### src/rtl/slave_port_pkg.sv
// Shared definitions for the serial slave port: FSM states, transfer mode encoding
// and small elaboration-time helpers.
package slave_port_pkg;

    typedef enum logic [2:0] {
        StIdle,
        StAddr,
        StWdata,
        StWrite,
        StRreq,
        StRwait,
        StRdata
    } state_e;

    localparam logic MODE_READ  = 1'b0;
    localparam logic MODE_WRITE = 1'b1;

    function automatic int unsigned max_u(input int unsigned a, input int unsigned b);
        return (a > b) ? a : b;
    endfunction

endpackage

### src/rtl/slave_port_rx_shift.sv
// Serial-to-parallel field receiver: shifts in len_i bits LSB first, flags the final
// bit with done_o and presents the right-aligned field in that same cycle.
module serial_rx_shift #(
    parameter int unsigned Width = 12,
    parameter int unsigned CntW  = $clog2(Width + 1)
) (
    input  logic             clk_i,
    input  logic             rst_i,
    input  logic             shift_en_i,
    input  logic             bit_i,
    input  logic [CntW-1:0]  len_i,
    output logic [Width-1:0] field_o,
    output logic             done_o
);

    logic [Width-1:0] data_q, data_d;
    logic [CntW-1:0]  cnt_q, cnt_d;
    logic [Width-1:0] shifted;

    always_comb begin
        shifted            = data_q >> 1;
        shifted[Width-1]   = bit_i;
        // Fields shorter than Width sit in the top bits after len_i shifts.
        field_o            = shifted >> (CntW'(Width) - len_i);
        done_o             = shift_en_i && (cnt_q == len_i - CntW'(1));
        data_d             = data_q;
        cnt_d              = cnt_q;
        if (shift_en_i) begin
            if (done_o) begin
                data_d = '0;
                cnt_d  = '0;
            end else begin
                data_d = shifted;
                cnt_d  = cnt_q + CntW'(1);
            end
        end
    end

    always_ff @(posedge clk_i) begin
        if (rst_i) begin
            data_q <= '0;
            cnt_q  <= '0;
        end else begin
            data_q <= data_d;
            cnt_q  <= cnt_d;
        end
    end

endmodule

### src/rtl/slave_port.sv
// Slave side of the serial bus: collects address/mode/write data, drives a single-port
// memory with 1-cycle read latency and serialises read data back LSB first.
module slave_port
    import slave_port_pkg::*;
#(
    parameter int unsigned ADDR_WIDTH = 12,
    parameter int unsigned DATA_WIDTH = 8
) (
    input  logic                  clk,
    input  logic                  rstn,
    input  logic                  swdata,
    input  logic                  smode,
    input  logic                  mvalid,
    output logic                  srdata,
    output logic                  svalid,
    output logic                  sready,
    output logic [ADDR_WIDTH-1:0] mem_addr,
    output logic [DATA_WIDTH-1:0] mem_wdata,
    output logic                  mem_wen,
    output logic                  mem_ren,
    input  logic [DATA_WIDTH-1:0] mem_rdata
);

    localparam int unsigned FieldW = max_u(ADDR_WIDTH, DATA_WIDTH);
    localparam int unsigned CntW   = $clog2(FieldW + 1);
    localparam int unsigned TxCntW = $clog2(DATA_WIDTH + 1);

    state_e                state_q, state_d;
    logic                  mode_q, mode_d;
    logic                  sready_q, sready_d;
    logic                  svalid_q, svalid_d;
    logic                  srdata_q, srdata_d;
    logic [ADDR_WIDTH-1:0] mem_addr_q, mem_addr_d;
    logic [DATA_WIDTH-1:0] mem_wdata_q, mem_wdata_d;
    logic                  mem_wen_q, mem_wen_d;
    logic                  mem_ren_q, mem_ren_d;
    logic [DATA_WIDTH-1:0] tx_q, tx_d;
    logic [TxCntW-1:0]     tx_cnt_q, tx_cnt_d;

    logic                  rx_shift_en;
    logic [CntW-1:0]       rx_len;
    logic [FieldW-1:0]     rx_field;
    logic                  rx_done;
    logic                  mode_eff;

    // The receiver is shared: address field first, then (for writes) the data field.
    assign rx_shift_en = mvalid &&
                         (state_q == StIdle || state_q == StAddr || state_q == StWdata);
    assign rx_len      = (state_q == StWdata) ? CntW'(DATA_WIDTH) : CntW'(ADDR_WIDTH);
    assign mode_eff    = (state_q == StIdle) ? smode : mode_q;

    serial_rx_shift #(
        .Width (FieldW),
        .CntW  (CntW)
    ) u_rx (
        .clk_i      (clk),
        .rst_i      (rstn),
        .shift_en_i (rx_shift_en),
        .bit_i      (swdata),
        .len_i      (rx_len),
        .field_o    (rx_field),
        .done_o     (rx_done)
    );

    always_comb begin
        state_d     = state_q;
        mode_d      = mode_q;
        sready_d    = sready_q;
        svalid_d    = svalid_q;
        srdata_d    = srdata_q;
        mem_addr_d  = mem_addr_q;
        mem_wdata_d = mem_wdata_q;
        mem_wen_d   = 1'b0;
        mem_ren_d   = 1'b0;
        tx_d        = tx_q;
        tx_cnt_d    = tx_cnt_q;

        case (state_q)
            StIdle: begin
                if (mvalid) begin
                    mode_d   = smode;
                    sready_d = 1'b0;
                    state_d  = StAddr;
                end
            end
            StAddr: ;
            StWdata: begin
                if (rx_done) begin
                    mem_wdata_d = rx_field[DATA_WIDTH-1:0];
                    mem_wen_d   = 1'b1;
                    state_d     = StWrite;
                end
            end
            StWrite: begin
                sready_d = 1'b1;
                state_d  = StIdle;
            end
            StRreq: begin
                state_d = StRwait;
            end
            StRwait: begin
                srdata_d = mem_rdata[0];
                tx_d     = mem_rdata >> 1;
                svalid_d = 1'b1;
                tx_cnt_d = TxCntW'(1);
                state_d  = StRdata;
            end
            StRdata: begin
                if (tx_cnt_q == TxCntW'(DATA_WIDTH)) begin
                    svalid_d = 1'b0;
                    srdata_d = 1'b0;
                    sready_d = 1'b1;
                    tx_cnt_d = '0;
                    state_d  = StIdle;
                end else begin
                    srdata_d = tx_q[0];
                    tx_d     = tx_q >> 1;
                    tx_cnt_d = tx_cnt_q + TxCntW'(1);
                end
            end
            default: state_d = StIdle;
        endcase

        // Address completion; also covers a one-bit address finishing straight from idle.
        if (rx_done && (state_q == StIdle || state_q == StAddr)) begin
            mem_addr_d = rx_field[ADDR_WIDTH-1:0];
            if (mode_eff == MODE_WRITE) begin
                state_d = StWdata;
            end else begin
                state_d   = StRreq;
                mem_ren_d = 1'b1;
            end
        end
    end

    always_ff @(posedge clk) begin
        if (rstn) begin
            state_q     <= StIdle;
            mode_q      <= MODE_READ;
            sready_q    <= 1'b1;
            svalid_q    <= 1'b0;
            srdata_q    <= 1'b0;
            mem_addr_q  <= '0;
            mem_wdata_q <= '0;
            mem_wen_q   <= 1'b0;
            mem_ren_q   <= 1'b0;
            tx_q        <= '0;
            tx_cnt_q    <= '0;
        end else begin
            state_q     <= state_d;
            mode_q      <= mode_d;
            sready_q    <= sready_d;
            svalid_q    <= svalid_d;
            srdata_q    <= srdata_d;
            mem_addr_q  <= mem_addr_d;
            mem_wdata_q <= mem_wdata_d;
            mem_wen_q   <= mem_wen_d;
            mem_ren_q   <= mem_ren_d;
            tx_q        <= tx_d;
            tx_cnt_q    <= tx_cnt_d;
        end
    end

    assign sready    = sready_q;
    assign svalid    = svalid_q;
    assign srdata    = srdata_q;
    assign mem_addr  = mem_addr_q;
    assign mem_wdata = mem_wdata_q;
    assign mem_wen   = mem_wen_q;
    assign mem_ren   = mem_ren_q;

endmodule

### config.mk
export PLATFORM = sky130hd
export DESIGN_NAME = slave_port
export DESIGN_NICKNAME = d
export VERILOG_FILES = /design/src/rtl/slave_port_pkg.sv /design/src/rtl/slave_port_rx_shift.sv /design/src/rtl/slave_port.sv
export SDC_FILE = /design/constraint.sdc
export NUM_CORES = 1
export LEC_CHECK = 0
export BUFFER_PORTS_ARGS = -buffer_cell sky130_fd_sc_hd__buf_2
export CORE_ASPECT_RATIO = 1.2
export CORE_MARGIN = 3
export CORE_UTILIZATION = 50
export DETAILED_ROUTE_END_ITERATION = 16
export GPL_TIMING_DRIVEN = 0
export PLACE_DENSITY = 0.75
export SLEW_MARGIN = 20
export SYNTH_ARGS = -nofsm -noshare
export SYNTH_HDL_FRONTEND = slang
export SYNTH_HIERARCHICAL = 1
export SYNTH_SLANG_ARGS = --single-unit
### constraint.sdc
create_clock -name clk -period 3.6 [get_ports clk]
set_clock_uncertainty 0.1 [all_clocks]
set_input_delay 0.36 -clock clk [delete_from_list [all_inputs] [get_ports clk]]
set_output_delay 0.36 -clock clk [all_outputs]
set_load 0.05 [all_outputs]
==> flow_summary.toml, run 1 <==
[yosys]
synth-seq-cells = 55
yosys_most_used_dff = "dfxtp_1"
ys_types = 54
syn_area_per_cell_um2 = 8.66
synth_warnings = 6
syn-cell-area_mm2 = 0.00287
ys_seq_area_frac = 0.384
synth_edf_count = 0
async_flop_share = 0
syn_inst = 331

[clock_network]
cts_root_buf = "clkbuf_8"
cts_tree = "built"
cts_buffer_depth = 2
cts_max_level = 2
worstSkewPairLatency_ns = 0.30
cts_hold_buf = 0
clkTransAtPathRegs_ns = 0.09
cts_sinks = 55
cts-buffers-inserted = 5

[routing]
dr_total_vias = 2515
routed-wl-met2_mm = 3.26
antenna_left = 0
avgViaCountPerCell = 5.63
firstDrtPassIters = 4
drc_errors = 0
top_layer = "met4"
drt-total-wl_mm = 6.27
drt_iter0_markers = 186
wl_met3_um = 191
wl_met1_mm = 2.75
wl_per_cell_um = 14.0

[outcome]
outcome = "finished clean"

[setup_path]
path_buf_inv = 5
crit_fanout = 10
crit_chain = "buf_2 > buf_2 > buf_2 > a211oi_2 > nand3_1 > nor3_1 > buf_2 > nor3b_2 > buf_2 > nand2_1 > a21oi_1"
crit_family = "buffers and inverters"
cp-start-kind = "flop"
reg2regPathDepth = 11
rrSetupSlack_ns = 0.62
startpoint = "state_q[2]$_SDFFE_PP0P_"
r2r-start = "state_q[2]$_SDFFE_PP0P_"
r2r_end = "mem_addr[4]$_SDFFE_PP0P_"
crit_path_end = "mem_addr[4]$_SDFFE_PP0P_"
cp_data_arrival_time_ns = 3.11
cp_slowest_stage_delay_ns = 0.35
crit_top_cell = "buf_2"
crit_path_end_kind = "flop"
cp_slowest_cell = "a211oi_2"
required_ns = 3.73
crit_type = "reg2reg"
worst-path-stages = 11

[floorplan]
die_area_mm2 = 0.00668
std_cell_rows = 29
fp.dieH_um = 88.9
coreArea_mm2 = 0.00541
fp.dieW_um = 75.1
io_pins = 38
initial_core_util = 0.530

[place]
dp.cells = 439
dp_hpwl_mm = 4.67
place_area_mm2 = 0.00316
place_congestion = 0.830
place_ws_ns = 0.374
io_buffers = 37

[sta]
setup_ws_ns = 0.621
fin_crit_sh = 0.828
relSlewSlack = 0.586
slew_violations = 0
grt_setup_unrepaired = "no"
fin_crit_ns = 2.98
finalSetupViolations = 0
fmax_mhz = 336
tightest_slew_ns = 0.619
hold_violations = 0
finalSetupTns_ns = 0

[global_routing]
grt_overflow = 0
antenna_found_initial = 0
grt_pass1_vias = 2289
grt_max_degree = 17
grt.total_usage = 0.197
grt_pass1_wl_mm = 10.3

[final_layout]
layout-drive-gt1-share = 0.216
fin_cells = 447
diodes = 0
area_growth_pct = 14.1
final_cell_mix = "nand2_1 (57), dfxtp_1 (55), buf_2 (49), a21oi_1 (40), mux2i_1 (22)"
fin_area_mm2 = 0.00327
layout.nets = 401
final_common_cell = "nand2_1"
fin_util = 0.605

[power]
p_per_area_mw_per_mm2 = 345
leakagePower_nw = 1.36
ir_drop_uv = 191

[run]
maxCapViolCount = 0

[hold_path]
hp-class = "in2reg"
flip-flops by register name, indices dropped and copies added, names as in the netlist:
register and flops:
state_q 3, mode_q 1, srdata 1, mem_wen 1, svalid 1, sready 1
u_rx/cnt_q 4, mem_addr 12, mem_ren 1, u_rx/data_q 11, mem_wdata 8, tx_q 7
tx_cnt_q 4
final cells by class:
cell class,count,area [µm²]
Timing Repair Buffer,37,185
Tap cell,62,77.6
Fill cell,499,2130
Clock inverter,1,7.51
Sequential cell,55,1100
Multi-Input combinational cell,253,1640
Buffer,22,128
Clock buffer,7,96.3
Inverter,10,37.5
through the flow:
stage | hold slack, ns | total power, mW
floorplan | 0.339 | 0.739
detailed placement | 0.343 | 0.767
global placement | 0.341 | 0.765
global route | 0.153 | 1.18
CTS | 0.159 | 1.13
finish | 0.166 | 1.13
power by group:
part / switching [mW] / internal, mW
Combinational: 0.0845 / 0.0513
Clock: 0.197 / 0.175
Sequential: 0.00667 / 0.616
worst min-delay path by stage:
stage,slack (ns),endpoint,from,cells past startpoint
2_1_floorplan,0.34,u_rx/cnt_q[2]$_SDFFE_PP0P_,rstn,1
3_3_place_gp,0.34,mem_wdata[0]$_SDFFE_PP0P_,mem_wdata[0]$_SDFFE_PP0P_,2
3_5_place_dp,0.34,mem_wdata[0]$_SDFFE_PP0P_,mem_wdata[0]$_SDFFE_PP0P_,2
4_1_cts,0.16,tx_q[6]$_SDFFE_PP0P_,mem_rdata[7],2
5_1_grt,0.15,tx_q[6]$_SDFFE_PP0P_,mem_rdata[7],2
6_report,0.17,tx_q[6]$_SDFFE_PP0P_,mem_rdata[7],2
Yosys cell counts (all sizes together) (2+ instances only):
cell type	count	area [µm²]
nor3b	3	27.5
dfxtp	55	1100
o21ai	9	60.1
nor3	10	50.1
xnor2	5	58.8
and2	2	15.0
xor2	6	52.6
o221ai	2	17.5
conb	2	7.51
ha	4	50.1
nor2	15	72.6
nand2	57	214
nand2b	4	35.0
mux2	3	33.8
nand3b	3	22.5
buf	16	105
a21oi	40	200
clkbuf	6	22.5
nand4	2	12.5
a211oi	9	97.6
nand3	15	75.1
mux2i	22	220
and3	3	18.8
a22o	12	105
inv	10	37.5
cells by family after synthesis:
| family | count (synthesis) | synth area share |
|---|---|---|
| flops | 55 | 0.384 |
| other cells | 2 | 0.00262 |
| xor+xnor | 11 | 0.0388 |
| fa+ha+maj | 4 | 0.0175 |
| buf+inv | 32 | 0.0576 |
| simple gates | 117 | 0.199 |
| mux | 25 | 0.0886 |
| compound gates | 85 | 0.212 |
timing repair:
| item | CTS | global route |
|---|---|---|
| endpoints found under the setup margin | 0 | 10 |
| resized for setup | 0 | 1 |
| setup buffers | 0 | 0 |
per-layer routing:
| metal | vias to the layer above | GRT usage |
|---|---|---|
| li1 | 1258 | - |
| met1 | 1201 | 0.245 |
| met2 | 48 | 0.346 |
| met3 | 8 | 0.0337 |
| met4 | 0 | 0.0534 |
| met5 | - | 0 |
No activity file was read; power rests on OpenSTA's default activity.
==> run 2: changes to the inputs <==
clock period = 2.9 ns   (was 3.6 ns; I/O delays follow)
==> run 2 against run 1 <==
  * Final cell count rose by 0.45%
  * Cell area increased by 1.4%
  * Sequential cell count unchanged
  * Highest routed layer unchanged
  * Worst setup slack lost 0.40 ns
  * Critical path depth fell by 1
  * Sequential share of layout area down 0.47 points
  * Hold slack lost 0.074 ns
==> flow_summary.toml, run 2 (synthesis results as in run 1) <==
[global_routing]
grt_util_met3 = 0.0337
met2_usage = 0.354
antenna_found_initial = 0
grt_pass1_vias = 2311
grt_overflow = 0
met1_usage = 0.244
grt_max_degree = 17
grt.total_usage = 0.199
grt_pass1_wl_mm = 10.4
grt-busiest-layer = "met2"

[hold_path]
whs_path_depth = 2
hp-class = "in2reg"
min_to = "tx_q[6]$_SDFFE_PP0P_"
worstHoldStart = "mem_rdata[7]"

[setup_path]
startpoint = "state_q[2]$_SDFFE_PP0P_"
crit_type = "reg2reg"
crit_chain = "buf_2 > buf_2 > buf_2 > a211oi_4 > nand3_2 > nor3_2 > buf_4 > nand3_1 > nand2_1 > a21oi_1"
r2r_end = "mem_wdata[7]$_SDFFE_PP0P_"
required_ns = 2.98
crit_path_end_kind = "flop"
cp_slowest_cell = "nand3_1"
cp_data_arrival_time_ns = 2.76
crit_fanout = 10
crit_top_cell = "buf_2"
cp_slowest_stage_delay_ns = 0.35
cp-start-kind = "flop"
rrSetupSlack_ns = 0.22
reg2regPathDepth = 10
r2r-start = "state_q[2]$_SDFFE_PP0P_"

[clock_network]
cts_sinks = 55
cts_hold_buf = 0
worstSkewPairLatency_ns = 0.30
clkTransAtPathRegs_ns = 0.10
cts_buffer_depth = 2
cts_root_buf = "clkbuf_8"
cts-buffers-inserted = 5
cts_max_level = 2
cts_tree = "built"

[power]
ir_drop_uv = 237
finalPower_mw = 1.41
p_per_area_mw_per_mm2 = 426
leakagePower_nw = 1.37

[final_layout]
final_cell_mix = "nand2_1 (57), dfxtp_1 (55), buf_2 (46), a21oi_1 (40), mux2i_1 (22)"
final_common_cell = "nand2_1"
fin_util = 0.614
seq_area_mm2 = 0.00110
diodes = 0
layout.nets = 403
largest_register_ffs = 12
area_growth_pct = 15.8
multiInputGateArea_mm2 = 0.00166
fin_cells = 449
final.fill_count = 494
layout-drive-gt1-share = 0.225

[sta]
fmax_mhz = 373
finalSetupTns_ns = 0
tightest_slew_ns = 0.617
fin_crit_ns = 2.68
slew_violations = 0
hold_violations = 0
finalSetupViolations = 0
relSlewSlack = 0.587
fin_crit_sh = 0.925

[routing]
drt_iter0_markers = 211
drt-total-wl_mm = 6.38
wl_per_cell_um = 14.2
firstDrtPassIters = 6
antenna_left = 0
dr_total_vias = 2527
drc_errors = 0
avgViaCountPerCell = 5.63

[floorplan]
coreArea_mm2 = 0.00541
die_area_mm2 = 0.00668
std_cell_rows = 29
fp.dieH_um = 88.9
fp.dieW_um = 75.1
io_pins = 38
initial_core_util = 0.530

[place]
place_congestion = 0.830
dp_hpwl_mm = 4.67
dp.cells = 439
io_buffers = 37

[run]
maxCapViolCount = 0

[outcome]
outcome = "finished clean"
[run 2: worst max path at each step]
| stage | endpoint | slack, ns | cells past startpoint |
|---|---|---|---|
| floorplan | mem_addr[5]$_SDFFE_PP0P_ | 0.25 | 11 |
| global placement | mem_addr[5]$_SDFFE_PP0P_ | -0.23 | 11 |
| detailed placement | mem_addr[0]$_SDFFE_PP0P_ | -0.33 | 11 |
| CTS | mem_addr[0]$_SDFFE_PP0P_ | 0.06 | 11 |
| global route | mem_addr[4]$_SDFFE_PP0P_ | -0.004 | 11 |
| finish | mem_wdata[7]$_SDFFE_PP0P_ | 0.22 | 10 |
[run 2: cell type report]
class | instances | area share
plain buffers | 22 | 0.0407
clock buffers | 7 | 0.0290
clock inverters | 1 | 0.00226
inverters | 10 | 0.0113
multi-input cells | 253 | 0.501
flip-flops and latches | 55 | 0.332
well taps | 62 | 0.0234
repair buffers | 39 | 0.0603
[run 2: timing repair]
| action | 4_1_cts | 5_1_grt |
|---|---|---|
| setup endpoints to repair | 23 | 18 |
| pin swaps | 0 | 2 |
| resized for setup | 3 | 7 |
| buffers inserted | 0 | 2 |
| hold endpoints to repair | 0 | 0 |
| gates cloned | 0 | 0 |
[run 2: worst max-delay path: cells and delay by family (launching register included)]
| kind | cells | cell delay [ns] |
|---|---|---|
| simple gates | 4 | 0.87 |
| buf+inv | 4 | 0.82 |
| compound gates | 2 | 0.42 |
| flops | 1 | 0.34 |
[run 2: per-stage QoR]
| step | area [µm²] | worst slack, ns | hold WS, ns |
|---|---|---|---|
| after floorplan | 2900 | 0.246 | 0.269 |
| after global placement | 3160 | -0.226 | 0.341 |
| after detailed placement | 3160 | -0.326 | 0.343 |
| after CTS | 3280 | 0.0617 | 0.0891 |
| after global routing | 3320 | -0.00387 | 0.0826 |
| final | 3320 | 0.218 | 0.0918 |
[run 2: metal layers]
layer	up-vias	share of wire
met5	-	0
met4	0	0.011
met3	5	0.038
met2	54	0.52
met1	1202	0.43
li1	1266	-
[run 2: report_power, final]
| group | total [mW] | switching [mW] | internal, mW |
|---|---|---|---|
| Clock | 0.465 | 0.248 | 0.218 |
| Sequential | 0.773 | 0.00843 | 0.764 |
| Combinational | 0.175 | 0.109 | 0.0663 |
| Total | 1.41 | 0.365 | 1.05 |
==> run 3: changes to the inputs <==
ABC_AREA = 1   (was unset)
BUFFER_PORTS_ARGS = -buffer_cell sky130_fd_sc_hd__buf_4   (was -buffer_cell sky130_fd_sc_hd__buf_2)
PLACE_DENSITY = 0.74   (was 0.75)
==> run 3 against run 2 <==
  * Clock power rose by 13%
  * Synthesized cell count rose by 41%
  * Total power rose by 9.4%
  * Critical path depth rose by 9
  * Clock-buffer cell count fell by 2
  * Cell area rose by 12%
  * Register-to-register slack barely moved
  * Sequential cell count did not move
  * Final cell count rose by 36%
  * Largest cell class unchanged
  * Highest routed layer unchanged
==> flow_summary.toml, run 3 <==
[floorplan]
fp.dieH_um = 92.2
initial_core_util = 0.533
coreArea_mm2 = 0.00582
die_area_mm2 = 0.00718
fp.dieW_um = 77.9
io_pins = 38
std_cell_rows = 30

[yosys]
synth-adder-area-share = 0.0161
async_flop_share = 0
ys_seq_area_frac = 0.355
synthMuxAreaShare = 0
synth.largest_area_cell = "dfxtp_1"
yosysTopAreaCellShare = 0.355
synth_common_cells = "nand2_1 (144), dfxtp_1 (55), nor2_1 (44), inv_1 (42), a21oi_1 (33)"
synth_top_family_by_area = "simple AND/OR/NAND/NOR gates"
synth_xor_area_frac = 0.0117
synth-seq-cells = 55
yosysMostFrequentCell = "nand2_1"
ys_types = 33
yosys.area_share.simple = 0.358
synth_warnings = 6
synth_compound_gate_area_share = 0.153
syn-cell-area_mm2 = 0.00310
syn_inst = 468
syn_area_per_cell_um2 = 6.62
synth.top_cells.by_area = "dfxtp_1 (36%), nand2_1 (17%), a21oi_1 (5.3%)"
yosys_most_used_dff = "dfxtp_1"
synth_edf_count = 0

[setup_path]
r2r-start = "state_q[0]$_SDFFE_PP0P_"
cp-start-kind = "flop"
r2r_end = "mem_addr[4]$_SDFFE_PP0P_"
crit_top_cell = "inv_1"
reg2regPathDepth = 19
crit_chain = "inv_4 > nand2_1 > nor2_2 > buf_6 > inv_1 > a21oi_2 > buf_4 > nand3_2 > nor2_4 > nand3_4 > buf_8 > inv_1 > buf_6 > inv_1 > nor2_4 > inv_2 > buf_2 > o21ai_2 > nor2_1"
required_ns = 3.02
cp_slowest_stage_delay_ns = 0.39
crit_fanout = 10
crit_type = "reg2reg"
cp_data_arrival_time_ns = 2.80
crit_path_end_kind = "flop"
rrSetupSlack_ns = 0.21
cp_slowest_cell = "dfxtp_2"

[routing]
drc_errors = 0
drt_iter0_markers = 164
dr_total_vias = 3044
avgViaCountPerCell = 4.99
wl_per_cell_um = 11.7
drt-total-wl_mm = 7.11
antenna_left = 0
firstDrtPassIters = 4

[clock_network]
cts_buffer_depth = 2
cts-buffers-inserted = 5
cts_root_buf = "clkbuf_8"
cts_max_level = 2
clkTransAtPathRegs_ns = 0.10
cts_tree = "built"
cts_sinks = 55
worstSkewPairLatency_ns = 0.31

[global_routing]
grt_overflow = 0
antenna_found_initial = 0
grt.total_usage = 0.210
grt_max_degree = 19
grt_pass1_wl_mm = 12.6
grt_pass1_vias = 2845

[final_layout]
diodes = 0
layout-drive-gt1-share = 0.215
largest_register_ffs = 12
final_common_cell = "nand2_1"
fin_util = 0.637
area_growth_pct = 19.6
layout.nets = 546
fin_cells = 610
final_cell_mix = "nand2_1 (144), dfxtp_1 (54), buf_4 (52), nor2_1 (43), inv_1 (42)"

[place]
io_buffers = 37
dp.cells = 594
dp_hpwl_mm = 5.31
place_congestion = 0.866

[power]
p_per_area_mw_per_mm2 = 417
ir_drop_uv = 216
leakagePower_nw = 1.78

[sta]
finalSetupViolations = 0
relSlewSlack = 0.595
fmax_mhz = 372
tightest_slew_ns = 0.608
hold_violations = 0
fin_crit_ns = 2.69
grt_setup_unrepaired = "no"
slew_violations = 0
fin_crit_sh = 0.926

[hold_path]
whs_path_depth = 2
hp-class = "in2reg"
worstHoldStart = "rstn"
min_to = "u_rx/data_q[11]$_SDFFE_PP0P_"

[outcome]
outcome = "finished clean"

[run]
maxCapViolCount = 0
## run 3: cells by family (layout without fill, tap and decap cells)
kind of cell               count (synthesis)  in the layout
AOI/OAI and AO/OA                         84             84
xor gates and xnor gates                   2              2
adders and majority gates                  4              4
buffers and inverters                     71            124
DFF                                       55             55
other                                      2             11
and+or+nand+nor                          250            250
## run 3: worst max-delay path, delay by kind of cell (launching register included)
kind / cells / cell delay (ns)
AND/OR/NAND/NOR: 7 / 0.65
buffers and inverters: 10 / 1.14
flip-flops: 1 / 0.39
AO/OA/AOI/OAI: 2 / 0.29
## run 3: worst max path at each step
stage,slack [ns],startpoint,to
2_1_floorplan,0.20,state_q[0]$_SDFFE_PP0P_,mem_addr[4]$_SDFFE_PP0P_
3_3_place_gp,-0.29,state_q[0]$_SDFFE_PP0P_,mem_addr[4]$_SDFFE_PP0P_
3_5_place_dp,-0.30,state_q[0]$_SDFFE_PP0P_,mem_addr[4]$_SDFFE_PP0P_
4_1_cts,0.06,state_q[0]$_SDFFE_PP0P_,mem_addr[4]$_SDFFE_PP0P_
5_1_grt,0.01,state_q[1]$_SDFFE_PP0P_,mem_addr[5]$_SDFFE_PP0P_
6_report,0.21,state_q[0]$_SDFFE_PP0P_,mem_addr[4]$_SDFFE_PP0P_
## run 3: layout make-up
cell class,instances,area [µm²]
clock inverters,3,46.3
multi-input cells,351,1720
fillers,547,2110
well taps,80,100
clock buffers,5,68.8
inverters,49,186
flip-flops and latches,55,1100
repair buffers,45,338
plain buffers,22,143
## run 3: metrics by stage
step / setup TNS, ns / power (mW) / hold slack, ns / cell area, µm² / worst slack, ns
2_1_floorplan: 0 / 0.966 / 0.259 / 3130 / 0.197
3_3_place_gp: -2.62 / 1.02 / 0.334 / 3510 / -0.290
3_5_place_dp: -2.75 / 1.02 / 0.346 / 3510 / -0.303
4_1_cts: 0 / 1.55 / 0.0883 / 3660 / 0.0560
5_1_grt: 0 / 1.62 / 0.108 / 3710 / 0.0134
6_report: 0 / 1.55 / 0.102 / 3710 / 0.215
## run 3: where the power goes
part | internal [mW] | switching (mW)
clock | 0.261 | 0.266
combinational | 0.0810 | 0.154
sequential | 0.770 | 0.0134
## run 3: what timing repair did
action / in CTS / in global routing
setup endpoints to repair: 15 / 15
hold buffers: 0 / 0
resized for setup: 3 / 5
pin swaps: 1 / 1
buffers inserted: 4 / 4
## run 3: layer usage
| metal | track usage | wire, µm | share of wire |
|---|---|---|---|
| met2 | 0.372 | 3590 | 0.51 |
| met4 | 0.0653 | 74 | 0.010 |
| met5 | 0 | 0 | 0 |
| met3 | 0.0334 | 270 | 0.038 |
| met1 | 0.258 | 3170 | 0.45 |
